--- config.mk ---
export PLATFORM = sky130hd
export DESIGN_NAME = mips_instr_encoder_flat
export DESIGN_NICKNAME = d
export VERILOG_FILES = /design/src/rtl/mips_instr_encoder_if.sv /design/src/rtl/mips_instr_encoder.sv /design/src/flat_wrapper.sv
export SDC_FILE = /design/constraint.sdc
export NUM_CORES = 1
export LEC_CHECK = 0
export BUFFER_PORTS_ARGS = -buffer_cell sky130_fd_sc_hd__buf_2
export CAP_MARGIN = 20
export CORE_MARGIN = 3
export CORE_UTILIZATION = 45
export CTS_CLUSTER_SIZE = 24
export DETAILED_ROUTE_END_ITERATION = 10
export GPL_TIMING_DRIVEN = 0
export PLACE_DENSITY = 0.63
export SLEW_MARGIN = 10
export SYNTH_ARGS = -nofsm -noshare
export SYNTH_HDL_FRONTEND = slang
export SYNTH_SLANG_ARGS = --single-unit
--- constraint.sdc ---
create_clock -name clk -period 7.9 [get_ports clk]
set_input_delay 1.58 -clock clk [delete_from_list [all_inputs] [get_ports clk]]
set_output_delay 1.58 -clock clk [all_outputs]
set_load 0.01 [all_outputs]
--- src/rtl/mips_instr_encoder_if.sv ---
// rtl/mips_instr_encoder_if.sv - Field-bundle input stream and imem write bus of the MIPS instruction encoder.
interface mips_instr_encoder_if #(
  parameter int ADDR_W = 10
);
  logic              in_valid;
  logic              in_ready;
  logic [4:0]        in_mnem;
  logic [4:0]        in_rs;
  logic [4:0]        in_rt;
  logic [4:0]        in_rd;
  logic [15:0]       in_imm;
  logic [25:0]       in_target;
  logic              in_last;
  logic              imem_we;
  logic              imem_ready;
  logic [ADDR_W-1:0] imem_addr;
  logic [31:0]       imem_wdata;

  modport master (
    output in_valid, in_mnem, in_rs, in_rt, in_rd, in_imm, in_target, in_last, imem_ready,
    input  in_ready, imem_we, imem_addr, imem_wdata
  );

  modport slave (
    input  in_valid, in_mnem, in_rs, in_rt, in_rd, in_imm, in_target, in_last, imem_ready,
    output in_ready, imem_we, imem_addr, imem_wdata
  );
endinterface

--- src/rtl/mips_instr_encoder.sv ---
// rtl/mips_instr_encoder.sv - Packs decoded MIPS fields into words, buffers them and writes them into imem.
// Defining MIPS_ENC_CHECKSUM_EN adds a running XOR checksum of the written words.
module mips_instr_encoder #(
  parameter int ADDR_W    = 10,
  parameter int DEPTH     = 4,
  parameter int BASE_ADDR = 0
) (
  input  logic                clk,
  input  logic                rst_n,
  input  logic                start,
  mips_instr_encoder_if.slave bus,
  output logic [ADDR_W:0]     count,
  output logic                busy,
  output logic                done,
  output logic                err_bad_mnem,
  output logic                err_wrap
`ifdef MIPS_ENC_CHECKSUM_EN
  ,
  output logic [31:0]         checksum
`endif
);

  localparam int                PW        = $clog2(DEPTH);
  localparam logic [ADDR_W-1:0] BASE      = ADDR_W'(BASE_ADDR);
  localparam logic [ADDR_W-1:0] ADDR_LAST = '1;
  localparam logic [ADDR_W:0]   COUNT_MAX = '1;
  localparam logic [PW:0]       FULL      = (PW+1)'(DEPTH);

  typedef enum logic [1:0] {S_IDLE, S_RUN, S_DRAIN, S_DONE} state_t;

  state_t            state_q, state_d;
  logic [31:0]       mem_q [DEPTH];
  logic [PW-1:0]     rd_ptr_q, rd_ptr_d, wr_ptr_q, wr_ptr_d;
  logic [PW:0]       occ_q, occ_d;
  logic              in_ready_q, in_ready_d, imem_we_q, imem_we_d;
  logic [ADDR_W-1:0] addr_q, addr_d;
  logic [31:0]       wdata_q, wdata_d;
  logic [ADDR_W:0]   count_q, count_d;
  logic              busy_q, busy_d, done_q, done_d, bad_q, bad_d, wrap_q, wrap_d;
  logic              enc_legal;
  logic [31:0]       enc_word;
  logic              accept, push, pop;
`ifdef MIPS_ENC_CHECKSUM_EN
  logic [31:0]       csum_q, csum_d;
`endif

  always_comb begin
    enc_legal = 1'b1;
    enc_word  = '0;
    case (bus.in_mnem)
      5'd0:  enc_word = {6'b000000, bus.in_rs, bus.in_rt, bus.in_rd, 5'b0, 6'b100000};
      5'd1:  enc_word = {6'b000000, bus.in_rs, bus.in_rt, bus.in_rd, 5'b0, 6'b100001};
      5'd2:  enc_word = {6'b000000, bus.in_rs, bus.in_rt, bus.in_rd, 5'b0, 6'b100011};
      5'd3:  enc_word = {6'b000000, bus.in_rs, bus.in_rt, bus.in_rd, 5'b0, 6'b100100};
      5'd4:  enc_word = {6'b000000, bus.in_rs, bus.in_rt, bus.in_rd, 5'b0, 6'b100101};
      5'd5:  enc_word = {6'b000000, bus.in_rs, bus.in_rt, bus.in_rd, 5'b0, 6'b100110};
      5'd6:  enc_word = {6'b000000, bus.in_rs, 15'b0, 6'b001000};
      5'd7:  enc_word = {6'b000000, bus.in_rs, 5'b0, bus.in_rd, 5'b0, 6'b001001};
      5'd8:  enc_word = {6'b000010, bus.in_target};
      5'd9:  enc_word = {6'b000011, bus.in_target};
      5'd10: enc_word = {6'b001000, bus.in_rs, bus.in_rt, bus.in_imm};
      5'd11: enc_word = {6'b001001, bus.in_rs, bus.in_rt, bus.in_imm};
      5'd12: enc_word = {6'b001100, bus.in_rs, bus.in_rt, bus.in_imm};
      5'd13: enc_word = {6'b001101, bus.in_rs, bus.in_rt, bus.in_imm};
      5'd14: enc_word = {6'b001110, bus.in_rs, bus.in_rt, bus.in_imm};
      5'd15: enc_word = {6'b100011, bus.in_rs, bus.in_rt, bus.in_imm};
      5'd16: enc_word = {6'b101011, bus.in_rs, bus.in_rt, bus.in_imm};
      5'd17: enc_word = {6'b000100, bus.in_rs, bus.in_rt, bus.in_imm};
      5'd18: enc_word = {6'b000101, bus.in_rs, bus.in_rt, bus.in_imm};
      5'd19: enc_word = '0;
      default: enc_legal = 1'b0;
    endcase
  end

  assign accept = bus.in_valid & in_ready_q;
  assign push   = accept & enc_legal;
  assign pop    = imem_we_q & bus.imem_ready;

  always_comb begin
    state_d  = state_q;
    rd_ptr_d = rd_ptr_q + PW'(pop);
    wr_ptr_d = wr_ptr_q + PW'(push);
    occ_d    = occ_q + (PW+1)'(push) - (PW+1)'(pop);
    addr_d   = addr_q;
    count_d  = count_q;
    bad_d    = bad_q | (accept & ~enc_legal);
    wrap_d   = wrap_q;
`ifdef MIPS_ENC_CHECKSUM_EN
    csum_d   = csum_q;
`endif
    if (pop) begin
      addr_d = addr_q + ADDR_W'(1);
      wrap_d = wrap_q | (addr_q == ADDR_LAST);
      if (count_q != COUNT_MAX) count_d = count_q + (ADDR_W+1)'(1);
`ifdef MIPS_ENC_CHECKSUM_EN
      csum_d = csum_q ^ wdata_q;
`endif
    end
    case (state_q)
      S_IDLE, S_DONE: if (start) begin
        state_d = S_RUN;
        addr_d  = BASE;
        count_d = '0;
        bad_d   = 1'b0;
        wrap_d  = 1'b0;
`ifdef MIPS_ENC_CHECKSUM_EN
        csum_d  = '0;
`endif
      end
      S_RUN:   if (accept && bus.in_last) state_d = S_DRAIN;
      S_DRAIN: if (occ_q == '0) state_d = S_DONE;
      default: state_d = S_IDLE;
    endcase
    in_ready_d = (state_d == S_RUN) && (occ_d != FULL);
    imem_we_d  = (occ_d != '0);
    busy_d     = (state_d == S_RUN) || (state_d == S_DRAIN);
    done_d     = (state_d == S_DONE);
    // A word pushed into a FIFO that is empty after this pop becomes the new head directly.
    wdata_d    = wdata_q;
    if (imem_we_d) wdata_d = (occ_q == (PW+1)'(pop)) ? enc_word : mem_q[rd_ptr_d];
  end

  always_ff @(posedge clk) begin
    if (push) mem_q[wr_ptr_q] <= enc_word;
  end

  always_ff @(posedge clk or negedge rst_n) begin
    if (!rst_n) begin
      state_q    <= S_IDLE;
      rd_ptr_q   <= '0;
      wr_ptr_q   <= '0;
      occ_q      <= '0;
      in_ready_q <= 1'b0;
      imem_we_q  <= 1'b0;
      addr_q     <= BASE;
      wdata_q    <= '0;
      count_q    <= '0;
      busy_q     <= 1'b0;
      done_q     <= 1'b0;
      bad_q      <= 1'b0;
      wrap_q     <= 1'b0;
`ifdef MIPS_ENC_CHECKSUM_EN
      csum_q     <= '0;
`endif
    end else begin
      state_q    <= state_d;
      rd_ptr_q   <= rd_ptr_d;
      wr_ptr_q   <= wr_ptr_d;
      occ_q      <= occ_d;
      in_ready_q <= in_ready_d;
      imem_we_q  <= imem_we_d;
      addr_q     <= addr_d;
      wdata_q    <= wdata_d;
      count_q    <= count_d;
      busy_q     <= busy_d;
      done_q     <= done_d;
      bad_q      <= bad_d;
      wrap_q     <= wrap_d;
`ifdef MIPS_ENC_CHECKSUM_EN
      csum_q     <= csum_d;
`endif
    end
  end

  assign bus.in_ready   = in_ready_q;
  assign bus.imem_we    = imem_we_q;
  assign bus.imem_addr  = addr_q;
  assign bus.imem_wdata = wdata_q;
  assign count          = count_q;
  assign busy           = busy_q;
  assign done           = done_q;
  assign err_bad_mnem   = bad_q;
  assign err_wrap       = wrap_q;
`ifdef MIPS_ENC_CHECKSUM_EN
  assign checksum       = csum_q;
`endif

endmodule

--- src/flat_wrapper.sv ---
// flat-port wrapper written by rule: the top's interface ports become plain ports
module mips_instr_encoder_flat 
#(
  parameter int ADDR_W    = 10,
  parameter int DEPTH     = 4,
  parameter int BASE_ADDR = 0
)
  (clk, rst_n, start, count, busy, done, err_bad_mnem, err_wrap, bus_in_valid, bus_in_mnem, bus_in_rs, bus_in_rt, bus_in_rd, bus_in_imm, bus_in_target, bus_in_last, bus_imem_ready, bus_in_ready, bus_imem_we, bus_imem_addr, bus_imem_wdata);
  mips_instr_encoder_if #(.ADDR_W(ADDR_W)) bus_i ();
  input  logic clk;
  input  logic rst_n;
  input  logic start;
  output logic [ADDR_W:0] count;
  output logic busy;
  output logic done;
  output logic err_bad_mnem;
  output logic err_wrap;
  input wire logic [$bits(bus_i.in_valid)-1:0] bus_in_valid;
  input wire logic [$bits(bus_i.in_mnem)-1:0] bus_in_mnem;
  input wire logic [$bits(bus_i.in_rs)-1:0] bus_in_rs;
  input wire logic [$bits(bus_i.in_rt)-1:0] bus_in_rt;
  input wire logic [$bits(bus_i.in_rd)-1:0] bus_in_rd;
  input wire logic [$bits(bus_i.in_imm)-1:0] bus_in_imm;
  input wire logic [$bits(bus_i.in_target)-1:0] bus_in_target;
  input wire logic [$bits(bus_i.in_last)-1:0] bus_in_last;
  input wire logic [$bits(bus_i.imem_ready)-1:0] bus_imem_ready;
  output wire logic [$bits(bus_i.in_ready)-1:0] bus_in_ready;
  output wire logic [$bits(bus_i.imem_we)-1:0] bus_imem_we;
  output wire logic [$bits(bus_i.imem_addr)-1:0] bus_imem_addr;
  output wire logic [$bits(bus_i.imem_wdata)-1:0] bus_imem_wdata;
  assign bus_i.in_valid = bus_in_valid;
  assign bus_i.in_mnem = bus_in_mnem;
  assign bus_i.in_rs = bus_in_rs;
  assign bus_i.in_rt = bus_in_rt;
  assign bus_i.in_rd = bus_in_rd;
  assign bus_i.in_imm = bus_in_imm;
  assign bus_i.in_target = bus_in_target;
  assign bus_i.in_last = bus_in_last;
  assign bus_i.imem_ready = bus_imem_ready;
  assign bus_in_ready = bus_i.in_ready;
  assign bus_imem_we = bus_i.imem_we;
  assign bus_imem_addr = bus_i.imem_addr;
  assign bus_imem_wdata = bus_i.imem_wdata;
  mips_instr_encoder #(.ADDR_W(ADDR_W), .DEPTH(DEPTH), .BASE_ADDR(BASE_ADDR)) u_core (.clk(clk), .rst_n(rst_n), .start(start), .bus(bus_i), .count(count), .busy(busy), .done(done), .err_bad_mnem(err_bad_mnem), .err_wrap(err_wrap));
endmodule
# Word level (Yosys, flattened, before mapping)
# Memories as Yosys holds them, arrays and structs flattened.
# Cells that the tools add are included.
dict set report classes {
  n_addsub 6
  eq_ne 29
  mux 21
  n_reduce_logical 9
  bitwise 7
}
# operator count
set op_table {}
lappend op_table {{$pmux 32 s19} 1}
lappend op_table {{$mux 11} 4}
lappend op_table {{$eq 5x4->1 const B} 8}
lappend op_table {{$mux 32} 1}
lappend op_table {{$mux 10} 3}
lappend op_table {{$eq 5x3->1 const B} 4}
lappend op_table {{$eq 5x5->1 const B} 4}
lappend op_table {{$reduce_or 20->1} 1}
lappend op_table {{$add 11x1->11 const B} 1}
lappend op_table {{$ne 11x11->1 const B} 1}
lappend op_table {{$add 10x1->10 const B} 1}
lappend op_table {{$eq 10x10->1 const B} 1}
lappend op_table {{$eq 5x2->1 const B} 2}
lappend op_table {{$eq 2x2->1 const B} 4}
lappend op_table {{$mux 1} 8}
lappend op_table {{$mux 2} 3}
lappend op_table {{$pmux 2 s3} 1}
lappend op_table {{$eq 5x1->1 const B} 1}
lappend op_table {{$logic_not 5->1} 1}
lappend op_table {{$add 2x1->2} 2}
lappend op_table {{$and 1x1->1} 4}
lappend op_table {{$eq 2x1->1 const B} 2}
lappend op_table {{$add 3x1->3} 1}
lappend op_table {{$eq 3x1->1} 1}
lappend op_table {{other kinds (10)} 12}
dict set report totals {
  out_inout_bits 59
  word_cells 86
  inputBits 68
  ramBits 128
  memories 1
  regBits 68
}
# memory depth word_bits read_ports rd_clocked_by_memory_dff write_ports line
set memory_table {}
lappend memory_table {u_core.mem_q 4 32 1 0 1 mips_instr_encoder.sv:32} ;# logic [31:0] mem_q [DEPTH];

# Logic depth before layout (Yosys ltp)
dict set report depth {
  word_depth 8
  depth_mapped 13
}

# Worst setup path before layout
# No wires, ideal clock.
dict set report synth_timing {
  path_type {input to register}
  start {in bus_in_mnem[3]}
  end {mem u_core.mem_q[0][0], enable pin}
  path_buffers 1
  setup_time_ns 0.464
  cell_stages 4
  path_slack_ns 2.810
  arrival_ns 4.626
  cell_sequence {or2_1 buf_2 a21oi_1 nor3b_1}
}
dict set report synth_between {
  elab_chain_cells 6
}
# element line
set synth_lines {}
lappend synth_lines {{start: declaration} flat_wrapper.sv:19} ;# input wire logic [$bits(bus_i.in_mnem)-1:0] bus_in_mnem;
lappend synth_lines {{$eq 5x5->1 (tied with other cells)} mips_instr_encoder.sv:50} ;# case (bus.in_mnem)
lappend synth_lines {{$reduce_or 20->1 (no line) (*)} --}
lappend synth_lines {{$mux 1 (*)} mips_instr_encoder.sv:50}
lappend synth_lines {{$and 1x1->1 (*)} mips_instr_encoder.sv:76} ;# assign push = accept & enc_legal;
lappend synth_lines {{$mux 1 (*)} mips_instr_encoder.sv:124} ;# if (push) mem_q[wr_ptr_q] <= enc_word;
lappend synth_lines {{$mux 1 (not written as such) (*)} mips_instr_encoder.sv:124}
lappend synth_lines {{end: declaration} mips_instr_encoder.sv:32}
# Every way passes the cells marked *; elsewhere a longest branch is shown, timed or not.

# Worst setup path in the final report
dict set report layout_timing {
  start {in bus_in_mnem[4]}
  end {reg u_core.wdata_q[7], in the netlist u_core.bus.imem_wdata[7]}
}
dict set report layout_between {
  elab_chain_cells 7
}
# element line
set layout_lines {}
lappend layout_lines {{$eq 5x5->1 (tied with other cells)} mips_instr_encoder.sv:50}
lappend layout_lines {{$reduce_or 20->1 (no line) (*)} --}
lappend layout_lines {{$mux 1 (*)} mips_instr_encoder.sv:50}
lappend layout_lines {{$and 1x1->1 (*)} mips_instr_encoder.sv:76}
lappend layout_lines {{$add 3x1->3 (*)} mips_instr_encoder.sv:83} ;# occ_d = occ_q + (PW+1)'(push) - (PW+1)'(pop);
lappend layout_lines {{$sub 3x1->3 (*)} mips_instr_encoder.sv:83}
lappend layout_lines {{via u_core.occ_d[1]} mips_instr_encoder.sv:34} ;# logic [PW:0] occ_q, occ_d;
lappend layout_lines {{$reduce_bool 3->1 (*)} mips_instr_encoder.sv:115} ;# imem_we_d = (occ_d != '0);
lappend layout_lines {{end signal: assignment} mips_instr_encoder.sv:153} ;# wdata_q <= wdata_d;
lappend layout_lines {{end: declaration} mips_instr_encoder.sv:37} ;# logic [31:0] wdata_q, wdata_d;
# The timed path passes the listed nets; every way through them passes the cells marked *.
# A chain may end at the register's enable or synchronous reset.

==> results.sh <==
export IMPL_setup_viol=0
export IMPL_cts_hold_buffers=0
export IMPL_ys_ff_latch=191
export IMPL_min_from="u_core.bus.imem_wdata[28]"
export IMPL_grt_pass1_vias=5617
export IMPL_synth_warnings=0
export IMPL_fin_crit_ns=4.78
export IMPL_synth_edff_count=124
export IMPL_r2r_slack_ns=4.57
export IMPL_grt_pass1_wl_microns=31900
export IMPL_avgSynthCellArea_sq_um=14.5
export IMPL_r2r_start="u_core.bus.imem_we"
export IMPL_grt_overflow=0
export IMPL_syn_to_final_growth_pct=19.2
export IMPL_hold_class="reg -> reg"
export IMPL_max_cap_violations=0
export IMPL_first_pass_iters=5
export IMPL_worstPathRequired_ns=8.20
export IMPL_postCtsSetupBuffers=0
export IMPL_num_vias=5693
export IMPL_drtIter0Drc=488
export IMPL_drv_slew=0
export IMPL_ys_flop_type="edfxtp_1"
export IMPL_drc=0
export IMPL_cp_max_fo=10
export IMPL_relSlewSlack_pct=30.9
export IMPL_die_x_microns=143
export IMPL_clk_path_buf_depth=2
export IMPL_placed_area_sq_mm=0.00947
export IMPL_grt_use_total_pct=20.8
export IMPL_fmax_ghz=0.209
export IMPL_grt_start_max_net_pins=47
export IMPL_syn_area_sq_mm=0.00842
export IMPL_cts_tree="done"
export IMPL_syn_nets=658
export IMPL_fp_dieH_microns=143
export IMPL_clk_pin_slew_worst_paths_ns=0.07
export IMPL_cts_sink_count=191
export IMPL_r2r_worst_path_cells=12
export IMPL_outcome="finished, final reports clean"
export IMPL_r2r_end="u_core.bus.imem_wdata[7]"
export IMPL_holdPathStages=2
export IMPL_ys_types=71
export IMPL_crit_arrival_ns=5.09
export IMPL_start_kind="primary input"
export IMPL_ioPinCount=127
export IMPL_ant_nets=0
export IMPL_power_uw=3700
export IMPL_dr_wl_met2_microns=10100
export IMPL_wire_per_inst_microns=21.3
export IMPL_io_buffer_count=125
export IMPL_min_to="u_core.bus.imem_wdata[28]"
export IMPL_antenna_found_initial=1
export IMPL_end_kind="flop"
export IMPL_wl_met3_microns=1580
export IMPL_syn_inst=579
export IMPL_cts_resized_gates=0
export IMPL_gp_congestion=0.901
export IMPL_final_core_util_pct=55.3
export IMPL_routed_top_layer="met4"
export IMPL_nNetsFinal=809
export IMPL_rsz0062_at_grt="false"
export IMPL_wl_met1_microns=8780
export IMPL_cts_root_buf="clkbuf_16"
export IMPL_period_share_pct=60.6
export IMPL_crit_type="in -> reg"
export IMPL_die_area_sq_mm=0.0204
export IMPL_via_per_inst=5.85
export IMPL_power_leakage_uw=0.00405
export IMPL_synth_seq_area_share_pct=64.1
export IMPL_power_density_mw_per_mm2=369
export IMPL_std_cell_rows=49
export IMPL_numCtsBuffers=17
export IMPL_wirelength_microns=20700
export IMPL_start_util_pct=46.4
export IMPL_clk_latency_ns=0.42
export IMPL_ys_async_sr_fraction_pct=35.1
export IMPL_fin_setup_tns_ns=0
export IMPL_hold_viol_final=0
export IMPL_finClkSkew_ns=0.00810
export IMPL_core_sq_mm=0.0181
export IMPL_tightest_slew_ns=1.03
export IMPL_post_dp_hpwl_microns=14300
export IMPL_htree_levels=4
export IMPL_fin_area_sq_mm=0.0100
export IMPL_drive_above_1_share_pct=30.8
export IMPL_ir_drop_uv=177
[per-stage QoR]
step	setup slack (ns)	hold WS, ns	cells
2_1_floorplan	2.81	0.493	579
3_3_place_gp	0.271	0.472	933
3_5_place_dp	2.84	0.474	940
4_1_cts	3.24	0.488	972
5_1_grt	3.02	0.507	973
6_report	3.12	0.482	973
[worst max path at each step]
stage | startpoint | endpoint | slack [ns] | cells after the start
2_1_floorplan | bus_in_mnem[3] | u_core.mem_q[0][0] | 2.81 | 4
3_3_place_gp | bus_in_mnem[4] | u_core.mem_q[0][17] | 0.27 | 5
3_5_place_dp | bus_in_mnem[4] | u_core.bus.imem_wdata[10] | 2.84 | 12
4_1_cts | bus_in_mnem[4] | u_core.bus.imem_wdata[7] | 3.24 | 12
5_1_grt | bus_in_mnem[4] | u_core.bus.imem_wdata[13] | 3.02 | 13
6_report | bus_in_mnem[4] | u_core.bus.imem_wdata[7] | 3.12 | 12
[cells in the mapped netlist, drive strengths merged, types with 9 or more instances]
cell type	instances	area share (%)
buf	19	1.5
and3	12	0.89
dfrtp	67	20
a21oi	9	0.58
ha	10	1.5
o211ai	10	0.89
a22o	16	1.7
mux4	31	8.3
nand2	36	1.6
clkbuf	12	0.53
nor3	16	0.95
nor2	30	1.4
o21ai	13	0.77
inv	26	1.2
nand3	16	0.95
and2	10	0.77
edfxtp	124	44
[metal layers]
metal | up-vias | global-route usage [%]
met1 | 2894 | 29.2
li1 | 2566 | -
met3 | 17 | 5.19
met5 | - | 0
met2 | 216 | 33.3
met4 | 0 | 4.80
[cells by family (layout without fill, tap and decap cells)]
logic type               count (synthesis)  after routing  share of synthesized area [%]
AO/OA/AOI/OAI                          112            112                           10.6
XOR/XNOR                                13             13                           1.55
adder cells (fa/ha/maj)                 11             11                           1.72
buffers and inverters                   57            221                           3.22
flip-flops                             191            191                           64.1
multiplexers                            34             34                           8.66
other                                    1              2                         0.0445
AND/OR/NAND/NOR                        160            160                           10.1
[layout make-up]
cell class	count	area, sq um
well taps	229	287
inverters	26	100
plain buffers	31	171
clock buffers	24	519
clock inverters	8	50.0
fillers	1489	8110
flip-flops and latches	191	5400
repair buffers	132	738
multi-input cells	331	2770
diodes	1	2.50
[flip-flops by register name, indices dropped and copies added, names as in the netlist, 2 cells and up]
| signal | count |
|---|---|
| u_core.bus.imem_wdata | 31 |
| u_core.count | 11 |
| u_core.bus.imem_addr | 10 |
| u_core.wr_ptr_q | 2 |
| u_core.mem_q | 124 |
| u_core.occ_q | 3 |
| u_core.state_q | 2 |
| u_core.rd_ptr_q | 2 |
[critical path, stage by stage]
cell	delay, ns
buf_2	0.11
clkbuf_1	0.33
clkbuf_1	0.53
a21oi_1	0.31
ha_1	0.30
fa_1	0.49
nor2_1	0.51
and2_4	0.26
buf_8	0.14
nor2_2	0.06
buf_6	0.14
a221o_1	0.31
[power breakdown]
| group | internal [uW] | switching (uW) | total, uW |
|---|---|---|---|
| combinational | 664 | 816 | 1480 |
| sequential | 1280 | 119 | 1400 |
| clock | 463 | 362 | 825 |
| total | 2410 | 1300 | 3700 |
[layout by cell type, fill, tap and decap left out, types with 4 or more instances in the layout]
master,instances
buf_2,135
edfxtp_1,124
dfrtp_1,67
nand2_1,36
mux4_2,31
nor2_1,27
inv_1,25
clkbuf_16,20
nor3_1,16
a22o_1,16
nand3_1,16
clkbuf_1,15
and3_1,11
o211ai_1,10
o21ai_0,10
buf_4,10
ha_1,10
and2_1,8
a21oi_1,8
xor2_1,8
a22oi_1,8
a32oi_1,7
a221o_1,7
nand2b_1,6
o31ai_1,6
a211oi_1,5
nand4_1,5
a211o_1,5
xnor2_1,4
nor2b_1,4
a222oi_1,4
or3_1,4
clkinv_2,4
No activity file was read; power rests on OpenSTA's default activity.
